===== src/rtl/cordic_bus_bridge.sv =====
// APB register front end for the CORDIC Controller: operand/control shadows, start pulse,
// run tracking with timeout, result capture, completion counter and a maskable sticky interrupt.
module cordic_bus_bridge #(
  parameter int P_WIDTH     = 32,
  parameter int P_START_BIT = 0,
  parameter int P_READY_BIT = 0,
  parameter int P_TIMEOUT   = 64
) (
  input  logic               clk,
  input  logic               rst,
  input  logic               psel,
  input  logic               penable,
  input  logic               pwrite,
  input  logic [6:0]         paddr,
  input  logic [P_WIDTH-1:0] pwdata,
  output logic [P_WIDTH-1:0] prdata,
  output logic               pready,
  output logic               pslverr,
  output logic [P_WIDTH-1:0] xInput,
  output logic [P_WIDTH-1:0] yInput,
  output logic [P_WIDTH-1:0] zInput,
  output logic [P_WIDTH-1:0] controlRegisterInput,
  input  logic [P_WIDTH-1:0] xOutput,
  input  logic [P_WIDTH-1:0] yOutput,
  input  logic [P_WIDTH-1:0] zOutput,
  input  logic [P_WIDTH-1:0] controlRegisterOutput,
  input  logic               interrupt,
  output logic               irq
);

  localparam logic [1:0] S_IDLE    = 2'd0;
  localparam logic [1:0] S_LAUNCH  = 2'd1;
  localparam logic [1:0] S_RUN     = 2'd2;
  localparam logic [1:0] S_CAPTURE = 2'd3;

  localparam logic [P_WIDTH-1:0] START_MASK = P_WIDTH'(1) << P_START_BIT;
  localparam logic [15:0]        TMO_LOAD   = 16'(P_TIMEOUT);

  logic [1:0]         state_q, state_d;
  logic [P_WIDTH-1:0] x_op_q, x_op_d, y_op_q, y_op_d, z_op_q, z_op_d, ctrl_q, ctrl_d;
  logic [P_WIDTH-1:0] x_res_q, x_res_d, y_res_q, y_res_d, z_res_q, z_res_d;
  logic               done_q, done_d, tmo_q, tmo_d, irq_q, irq_d, seen_low_q, seen_low_d;
  logic [15:0]        count_q, count_d, tmr_q, tmr_d;
  logic [1:0]         irqen_q, irqen_d;

  logic       access, busy, addr_ok, op_reg, wr_ok, ready, done_set, tmo_set;
  logic [4:0] word;
  logic       unused_addr_bits;

  assign unused_addr_bits = ^paddr[1:0];
  assign word    = paddr[6:2];
  assign access  = psel & penable;
  assign busy    = (state_q != S_IDLE);
  assign addr_ok = (word[4:3] == 2'b00);
  assign op_reg  = addr_ok & ~word[2];
  assign wr_ok   = access & pwrite & addr_ok & ~(busy & op_reg);
  assign ready   = controlRegisterOutput[P_READY_BIT];

  assign pready  = 1'b1;
  assign pslverr = access & (~addr_ok | (pwrite & busy & op_reg));
  assign xInput  = x_op_q;
  assign yInput  = y_op_q;
  assign zInput  = z_op_q;
  assign controlRegisterInput = (state_q == S_LAUNCH) ? (ctrl_q | START_MASK) : ctrl_q;
  assign irq     = irq_q;

  always_comb begin
    prdata = '0;
    if (access && addr_ok) begin
      case (word[2:0])
        3'd0: prdata = x_res_q;
        3'd1: prdata = y_res_q;
        3'd2: prdata = z_res_q;
        3'd3: prdata = ctrl_q;
        3'd4: prdata = controlRegisterOutput;
        3'd5: prdata = P_WIDTH'({busy, tmo_q, done_q});
        3'd6: prdata = P_WIDTH'(count_q);
        3'd7: prdata = P_WIDTH'(irqen_q);
      endcase
    end
  end

  always_comb begin
    state_d    = state_q;
    x_op_d     = x_op_q;
    y_op_d     = y_op_q;
    z_op_d     = z_op_q;
    ctrl_d     = ctrl_q;
    x_res_d    = x_res_q;
    y_res_d    = y_res_q;
    z_res_d    = z_res_q;
    done_d     = done_q;
    tmo_d      = tmo_q;
    count_d    = count_q;
    irqen_d    = irqen_q;
    seen_low_d = seen_low_q;
    tmr_d      = tmr_q;
    done_set   = 1'b0;
    tmo_set    = 1'b0;

    case (state_q)
      S_IDLE: begin
        if (wr_ok && word[2:0] == 3'd3 && pwdata[P_START_BIT]) state_d = S_LAUNCH;
      end
      S_LAUNCH: begin
        seen_low_d = 1'b0;
        tmr_d      = TMO_LOAD;
        state_d    = S_RUN;
      end
      S_RUN: begin
        // Ready only counts once it has been observed low, so a stale ready cannot complete.
        tmr_d = tmr_q - 16'd1;
        if (!ready) seen_low_d = 1'b1;
        if (interrupt || (ready && seen_low_q)) begin
          state_d = S_CAPTURE;
        end else if (tmr_q == 16'd1) begin
          tmo_set = 1'b1;
          state_d = S_IDLE;
        end
      end
      S_CAPTURE: begin
        x_res_d  = xOutput;
        y_res_d  = yOutput;
        z_res_d  = zOutput;
        count_d  = count_q + 16'd1;
        done_set = 1'b1;
        state_d  = S_IDLE;
      end
    endcase

    if (wr_ok) begin
      case (word[2:0])
        3'd0: x_op_d = pwdata;
        3'd1: y_op_d = pwdata;
        3'd2: z_op_d = pwdata;
        3'd3: ctrl_d = pwdata & ~START_MASK;
        3'd5: begin
          if (pwdata[0]) done_d = 1'b0;
          if (pwdata[1]) tmo_d  = 1'b0;
        end
        3'd7: irqen_d = pwdata[1:0];
        default: ;
      endcase
    end

    // Hardware set overrides a same-cycle W1C.
    if (done_set) done_d = 1'b1;
    if (tmo_set)  tmo_d  = 1'b1;

    irq_d = |({tmo_q, done_q} & irqen_q);
  end

  always_ff @(posedge clk or negedge rst) begin
    if (!rst) begin
      state_q    <= S_IDLE;
      x_op_q     <= '0;
      y_op_q     <= '0;
      z_op_q     <= '0;
      ctrl_q     <= '0;
      x_res_q    <= '0;
      y_res_q    <= '0;
      z_res_q    <= '0;
      done_q     <= 1'b0;
      tmo_q      <= 1'b0;
      irq_q      <= 1'b0;
      count_q    <= '0;
      irqen_q    <= '0;
      seen_low_q <= 1'b0;
      tmr_q      <= '0;
    end else begin
      state_q    <= state_d;
      x_op_q     <= x_op_d;
      y_op_q     <= y_op_d;
      z_op_q     <= z_op_d;
      ctrl_q     <= ctrl_d;
      x_res_q    <= x_res_d;
      y_res_q    <= y_res_d;
      z_res_q    <= z_res_d;
      done_q     <= done_d;
      tmo_q      <= tmo_d;
      irq_q      <= irq_d;
      count_q    <= count_d;
      irqen_q    <= irqen_d;
      seen_low_q <= seen_low_d;
      tmr_q      <= tmr_d;
    end
  end

endmodule


===== config.mk =====
export PLATFORM = sky130hd
export DESIGN_NAME = cordic_bus_bridge
export DESIGN_NICKNAME = d
export VERILOG_FILES = /design/src/rtl/cordic_bus_bridge.sv
export SDC_FILE = /design/constraint.sdc
export NUM_CORES = 1
export LEC_CHECK = 0
export BUFFER_PORTS_ARGS = -buffer_cell sky130_fd_sc_hd__buf_2
export CORE_AREA = 3 3 143 248
export DETAILED_ROUTE_END_ITERATION = 12
export DIE_AREA = 0 0 146 251
export PLACE_DENSITY_LB_ADDON = 0.2
export REMOVE_ABC_BUFFERS = 1
export SYNTH_ARGS = -nofsm -noshare
export SYNTH_HDL_FRONTEND = slang
export SYNTH_SLANG_ARGS = --single-unit
export TNS_END_PERCENT = 20

===== constraint.sdc =====
create_clock -name clk -period 2 [get_ports clk]
set_input_delay 0 -clock clk [delete_from_list [all_inputs] [get_ports clk]]
set_output_delay 0 -clock clk [all_outputs]
set_load 0.05 [all_outputs]

==> impl_metrics.ini, run 1 <==
[timing]
period_share = 0.984
final_max_slew_viol_count = 0
finalHoldViolCount = 0
fin_skew_ns = 0.00491
max_freq_ghz = 0.508
period_needed_ns = 1.97
rsz0062_at_grt = true
setup_viol = 0

[die]
die-area_sq_um = 36600
io_pins = 336
coreArea_sq_um = 33700
fp.dieH_microns = 251
start_util = 0.346
chipWidth_microns = 146
std_cell_rows = 89

[pwr]
pwr-share-clk = 0.301
power.density_nw_per_um2 = 1130
switching_share = 0.316
power.switching_uw = 5930
power_uw = 18800
pwr-share-seq = 0.403
internal_power_uw = 12800
vdd_drop_max_v = 0.000819
combPwrFrac = 0.296
p_leak_uw = 0.00836

[synthesis]
seq_area_frac_synth = 0.563
synth_warnings = 0
synth.area.top_cells = dfrtp_1 (56%), mux2_2 (22%), o21ai_0 (2.4%)
synth_edf_count = 0
postSynthCellCount = 934
avgSynthCellArea_sq_um = 12.5
syn_area_sq_um = 11700
synthFlopType = dfrtp_1
synth_area_leader_cell = dfrtp_1
yosys_register_bits = 263
synthDistinctLibCells = 47
async_flop_share = 1.00
synth_top_area_frac = 0.563

[critical_path]
worstSetupStartpointType = flip-flop
path_buf_inv = 1
crit_chain = mux2_2 -> a22o_1 -> a221oi_2 -> nor2_1 -> buf_6
timing.rr.start = tmr_q[9]
crit_end = prdata[1]
crit_cells = 5
critical_path_required_ns = 2.00
rr_worst_depth = 4
cp-end-kind = output port
crit_arrival_ns = 1.97
cp_slowest_cell = dfrtp_1
critPathTopFamily = compound AO/OA/AOI/OAI gates
crit_fanout = 4
r2r_end = tmr_q[15]
crit_type = reg2out
cp-startpoint = count_q[1]
max_stage_delay_ns = 0.42
rrSetupSlack_ns = 0.04

[clocking]
clkSlewWorstSetupHoldPaths_ns = 0.07
insertion_delay_ns = 0.54
cts_buffers = 27
clock_sinks = 263
cts_max_level = 1
cts_root_buf = clkbuf_16
tritoncts = built
postCtsSetupBuffers = 0
cts_buffer_depth = 3

[detailed_routing]
via_per_inst = 4.88
drtIter0Drc = 334
wl_per_cell_microns = 19.8
drt_first_pass_iters = 4
num_vias = 9265
antenna_left = 0
wl_microns = 37700
drc = 0

[job]
timing.max_cap.violations = 0

[global_routing]
gr-total-overflow = 0
antenna_found_initial = 9
grt_pass1_vias = 10100
grt_max_degree = 59
track_usage = 0.199
grt_pass1_wl_microns = 57200

[finish]
final_common_cell = buf_2
fin_cells = 1897
area_growth_pct = 42.3
final_nets = 1594
fin_area_sq_um = 16600
final_cell_mix = buf_2 (327), dfrtp_1 (263), mux2_2 (226)
multi_input_area_sq_um = 4850
n_fill_cell = 3112
regArea_sq_um = 6580
drive_gt1_frac = 0.470

[placed_design]
gp_congestion = 0.805
placed_cells = 1707
hpwl_microns = 25700
placed_area_sq_um = 14200
io_buffers = 332

[run_status]
status = completed

[min_path]
min_path_type = in2reg
state kept, by name (all words and copies together) (netlist names):
name / cells
seen_low_q: 1
ctrl_q: 31
done_q: 1
z_res_q: 32
tmo_q: 1
xInput: 32
zInput: 32
irqen_q: 2
tmr_q: 16
irq: 1
x_res_q: 32
state_q: 2
yInput: 32
count_q: 16
y_res_q: 32
synthesized netlist by cell type, types with 2 or more instances:
library cell	number
nand3b_1	2
a21oi_1	49
inv_1	23
xnor2_1	19
nand2b_1	3
clkbuf_1	37
buf_1	6
a22oi_1	15
nor3_1	8
nor3b_1	3
a32o_1	2
a221oi_1	3
mux2i_1	19
o21ai_0	55
nand4_1	5
nand3_1	8
mux2_2	226
or4_4	2
nor2b_1	5
ha_1	7
xor2_1	5
o31ai_1	2
nand2_1	54
o211a_1	13
or3_1	8
buf_2	17
o221ai_1	14
dfrtp_1	263
nor2_1	40
mux2_1	3
a22o_1	2
tightest hold or removal path: stages:
cell and delay (ns):
buf_2 0.10, nand2_1 0.17, nor3_1 0.10, nand2_1 0.06, a21o_1 0.10
worst min path at each step:
stage	endpoint	from	cells after the start	slack, ns
final	done_q	pwrite	5	0.04
after global routing	done_q	pwrite	5	0.06
after CTS	done_q	pwrite	5	0.006
after detailed placement	yInput[13]	rst	1	-0.02
after global placement	yInput[13]	rst	1	-0.02
after floorplan	count_q[0]	rst	0	-0.30
power by group through the flow:
| stage | registers (uW) | clock network, uW | logic (uW) |
|---|---|---|---|
| after floorplan | 8240 | 0 | 2940 |
| after global placement | 7570 | 0 | 5220 |
| after detailed placement | 7630 | 0 | 5300 |
| after CTS | 7540 | 5800 | 5570 |
| after global routing | 7740 | 5990 | 6050 |
| final | 7560 | 5650 | 5550 |
cells by family (layout without fill, tap and decap cells):
family,count (synthesis),in the layout,share of synthesized area
AOI/OAI and AO/OA,162,162,0.0872
xor gates and xnor gates,24,24,0.0180
adders and majority gates,7,7,0.00749
buffers and inverters,85,584,0.0294
DFF,263,263,0.563
muxes,248,248,0.237
other,1,10,0.000321
and+or+nand+nor,144,144,0.0578
metrics by stage:
stage / setup slack [ns] / hold slack (ns) / TNS, ns / util
final: 0.0310 / 0.0353 / 0 / 0.493
after global placement: -0.0462 / -0.0211 / -0.0462 / 0.421
after floorplan: -2.21 / -0.296 / -203.48 / -
after global routing: -0.0548 / 0.0618 / -0.123 / 0.493
after detailed placement: -0.0550 / -0.0215 / -0.173 / 0.421
after CTS: -0.0162 / 0.00578 / -0.0162 / 0.491
area by class of cell:
| type | count | area share |
|---|---|---|
| antenna | 9 | 0.00135 |
| clock buffer | 35 | 0.0460 |
| clock inverter | 13 | 0.0131 |
| inverter | 24 | 0.00542 |
| multi-input combinational | 586 | 0.292 |
| sequential | 263 | 0.396 |
| tap | 455 | 0.0342 |
| timing repair buffer | 512 | 0.212 |
routing by layer:
layer | track usage | vias to the layer above | share of wire
li1 | - | 4277 | -
met1 | 0.214 | 4629 | 0.36
met2 | 0.381 | 274 | 0.55
met3 | 0.0292 | 85 | 0.043
met4 | 0.0904 | 0 | 0.040
met5 | 0 | - | 0
repair_timing:
action                                 CTS  global route
pin swaps                                5             2
endpoints found under the hold margin  493             0
setup endpoints to repair               37            10
resized for setup                       12            11
hold buffers                           133             0
(Power assumes the default switching activity.)
==> run 2, diff against run 1 <==
Settings changed: GPL_TIMING_DRIVEN from default to 0.
Clock period 2 ns to 1.6 ns, I/O delays scaled along.
==> impl_metrics.ini, run 2 (same netlist as run 1, synthesis figures left out) <==
[timing]
max_freq_ghz = 0.510
fin_skew_ns = 0.0191
final.setup.worst_slack_ns = -0.361
final_max_slew_viol_count = 0
period_needed_ns = 1.96
tightest_slew_ns = 0.989
rsz0062_at_grt = true
period_share = 1.23
tns_ns = -36.45
setup_viol = 173
hold_slack_ns = 0.00731
finalHoldViolCount = 0
slew_headroom = 0.339

[placed_design]
io_buffers = 332
placed_cells = 1670
hpwl_microns = 25400
gp_congestion = 0.789

[global_routing]
track_usage = 0.204
antenna_found_initial = 4
grt_pass1_vias = 10300
grt_max_degree = 110
grt_pass1_wl_microns = 59000
gr-total-overflow = 0

[die]
std_cell_rows = 89
coreArea_sq_um = 33700
io_pins = 336
fp.dieH_microns = 251
die-area_sq_um = 36600
chipWidth_microns = 146
start_util = 0.346

[finish]
final_common_cell = buf_2
multi_input_area_sq_um = 5140
n_fill_cell = 3004
drive_gt1_frac = 0.507
area_growth_pct = 48.1
fin_cells = 1901
final_cell_mix = buf_2 (294), dfrtp_1 (260), mux2_2 (220)
final_nets = 1605
regArea_sq_um = 6590

[detailed_routing]
drtIter0Drc = 307
antenna_left = 0
wl_microns = 38600
drt_first_pass_iters = 4
via_per_inst = 4.95
drc = 0
wl_per_cell_microns = 20.3
num_vias = 9404

[critical_path]
max_stage_delay_ns = 0.53
crit_arrival_ns = 2.43
cp_slowest_cell = or4_4
crit_type = reg2reg
crit_fanout = 4
critical_path_required_ns = 2.07
crit_path_frequent_cell = or4_4
cp-end-kind = flip-flop
worstSetupStartpointType = flip-flop
crit_chain = or4_4 -> or4_4 -> or3_4 -> a21oi_2

[clocking]
clkSlewWorstSetupHoldPaths_ns = 0.06
clock_sinks = 263
cts_root_buf = clkbuf_16
tritoncts = built
insertion_delay_ns = 0.54
cts_max_level = 1
cts_buffers = 27
cts_buffer_depth = 3

[pwr]
p_leak_uw = 0.00855
vdd_drop_max_v = 0.000959
power.density_nw_per_um2 = 1360
power_uw = 23500

[min_path]
min_path_type = in2async

[run_status]
failed_checks = setup timing
status = complete, but fails checks

[job]
timing.max_cap.violations = 0
## run 2: where the power goes
part / switching [uW] / internal [uW]
Clock: 2660 / 3720
Sequential: 1080 / 8470
Combinational: 3920 / 3650
## run 2: layout make-up
type                       count  share of cell area
antenna                        5            0.000723
timing repair buffer         523               0.233
inverter                      24             0.00607
tap                          455              0.0329
multi-input combinational    586               0.297
clock buffer                  37              0.0429
sequential                   263               0.380
clock inverter                 8             0.00723
## run 2: worst paths after layout
check	from	endpoint	cells past startpoint	slack (ns)
min reg2reg	count_q[15]	count_q[15]	1	0.47
max in group asynchronous	rst	ctrl_q[8]	3	0.62
max	tmr_q[9]	tmr_q[15]	4	-0.36
min in group clk	pwrite	done_q	5	0.03
max reg2reg	tmr_q[9]	tmr_q[15]	4	-0.36
min	rst	yInput[13]	2	0.007
## run 2: timing repair
action	CTS	global route
endpoints found under the setup margin	289	229
endpoints found under the hold margin	430	0
resized for setup	161	51
setup buffers	36	9
pin swaps	20	14
gates cloned	2	2
hold buffers	132	0
## run 2: routing by layer
layer  track usage  vias up  part of all wire
li1              -     4320                 -
met1         0.219     4765              0.36
met2         0.398      259              0.57
met3        0.0267       60             0.041
met4        0.0794        0             0.032
met5             0        -                 0
## run 2: worst max-delay path: cells and delay by family, from the launching register on
kind,cells,cell delay [ns]
AO/OA/AOI/OAI,1,0.13
flip-flops,1,0.38
AND/OR/NAND/NOR,3,1.39
## run 2: per-stage QoR
step                worst slack (ns)  instance area (sq um)   util
finish                        -0.361                  17300  0.513
global route                  -0.416                  17300  0.513
CTS                           -0.358                  17000  0.505
detailed placement             -1.99                  13900  0.413
global placement               -4.88                  13700  0.405
floorplan                      -2.61                  11400      -
==> run 3, diff against run 2 <==
Settings changed: SKIP_CTS_REPAIR_TIMING from default to 1.
==> impl_metrics.ini, run 3 (same netlist as run 1, synthesis figures left out) <==
[timing]
fin_skew_ns = 0.0184
hold_slack_ns = 0.0192
tns_ns = -37.88
setup_viol = 180
period_needed_ns = 1.99
finalHoldViolCount = 0
final_max_slew_viol_count = 0
tightest_slew_ns = 1.02
slew_headroom = 0.317
final.setup.worst_slack_ns = -0.388
max_freq_ghz = 0.503
rsz0062_at_grt = true
period_share = 1.24

[clocking]
cts_buffers = 27
cts_root_buf = clkbuf_16
cts_buffer_depth = 3
clock_sinks = 263
cts_max_level = 1
insertion_delay_ns = 0.53
tritoncts = built
clkSlewWorstSetupHoldPaths_ns = 0.07

[pwr]
power_uw = 23400
pwr-share-clk = 0.272
power.density_nw_per_um2 = 1360
vdd_drop_max_v = 0.000954
combPwrFrac = 0.321
power.switching_uw = 7610
p_leak_uw = 0.00853
internal_power_uw = 15800
pwr-share-seq = 0.408
switching_share = 0.325

[detailed_routing]
via_per_inst = 4.92
wl_microns = 38600
drt_first_pass_iters = 4
antenna_left = 0
drc = 0
wl_per_cell_microns = 20.3
num_vias = 9348
drtIter0Drc = 348

[critical_path]
worstSetupStartpointType = flip-flop
crit_fanout = 7
cp-end-kind = flip-flop
critical_path_required_ns = 2.01
path_buf_inv = 5
crit_arrival_ns = 2.40
crit_chain = inv_2 -> ha_4 -> inv_4 -> nor3_4 -> nand3b_1 -> buf_6 -> buf_16 -> clkbuf_16 -> mux2_2
cp_slowest_cell = dfrtp_2
max_stage_delay_ns = 0.45
critPathTopFamily = buffers and inverters
crit_type = reg2reg

[finish]
final_common_cell = buf_2
area_growth_pct = 47.5
drive_gt1_frac = 0.513
final_util = 0.511
final_cell_mix = buf_2 (304), dfrtp_1 (259), mux2_2 (222)
final_nets = 1608

[min_path]
min_path_type = in2async

[global_routing]
antenna_found_initial = 2
gr-total-overflow = 0
grt_pass1_vias = 9041
grt_max_degree = 110
track_usage = 0.189
grt_pass1_wl_microns = 54500

[die]
die-area_sq_um = 36600
io_pins = 336
coreArea_sq_um = 33700
std_cell_rows = 89
fp.dieH_microns = 251
chipWidth_microns = 146
start_util = 0.346

[placed_design]
io_buffers = 332
place_ws_ns = -1.99
hpwl_microns = 25400
gp_congestion = 0.789

[run_status]
status = complete, but fails checks
failed_checks = setup timing

[job]
timing.max_cap.violations = 0
==> run 3: final timing paths <==
check | cells past startpoint | endpoint | slack [ns] | start
worst max-delay path | 9 | zInput[24] | -0.39 | state_q[0]
worst min-delay path | 2 | yInput[13] | 0.02 | rst
worst max register to register | 9 | zInput[24] | -0.39 | state_q[0]
worst min register to register | 1 | count_q[15] | 0.47 | count_q[15]
max in group asynchronous | 3 | ctrl_q[8] | 0.58 | rst
min in group clk | 5 | done_q | 0.04 | pwrite
==> run 3: stage by stage <==
step | cell area [sq um] | cells
5_1_grt | 17200 | 1901
2_1_floorplan | 11400 | 873
3_3_place_gp | 13700 | 1660
6_report | 17200 | 1901
4_1_cts | 14800 | 1715
3_5_place_dp | 13900 | 1670
==> run 3: power by group through the flow <==
stage	logic (uW)	registers [uW]	clock network, uW
6_report	7500	9550	6360
2_1_floorplan	3670	10300	0
5_1_grt	8100	9780	6820
3_3_place_gp	5920	9490	0
4_1_cts	6200	9470	6570
3_5_place_dp	6180	9580	0
==> run 3: cell type report <==
class	count	area (sq um)
fillers	3025	16500
flip-flops and latches	263	6590
multi-input cells	586	5140
repair buffers	526	3970
clock buffers	37	743
well taps	455	569
clock inverters	8	125
inverters	24	98.8
diodes	2	5.00
==> run 3: routing by layer <==
metal	share of wire	global-route usage	vias up
met4	0.028	0.0632	0
met3	0.043	0.0305	53
li1	-	-	4310
met5	0	0	-
met1	0.36	0.208	4742
met2	0.57	0.367	243
==> run 3: worst reg2reg max path, delay by kind of cell (launching register included) <==
kind	cells	cell delay, ns
muxes	1	0.28
adders and majority gates	1	0.16
buffers and inverters	5	0.63
DFF	1	0.45
and+or+nand+nor	2	0.35
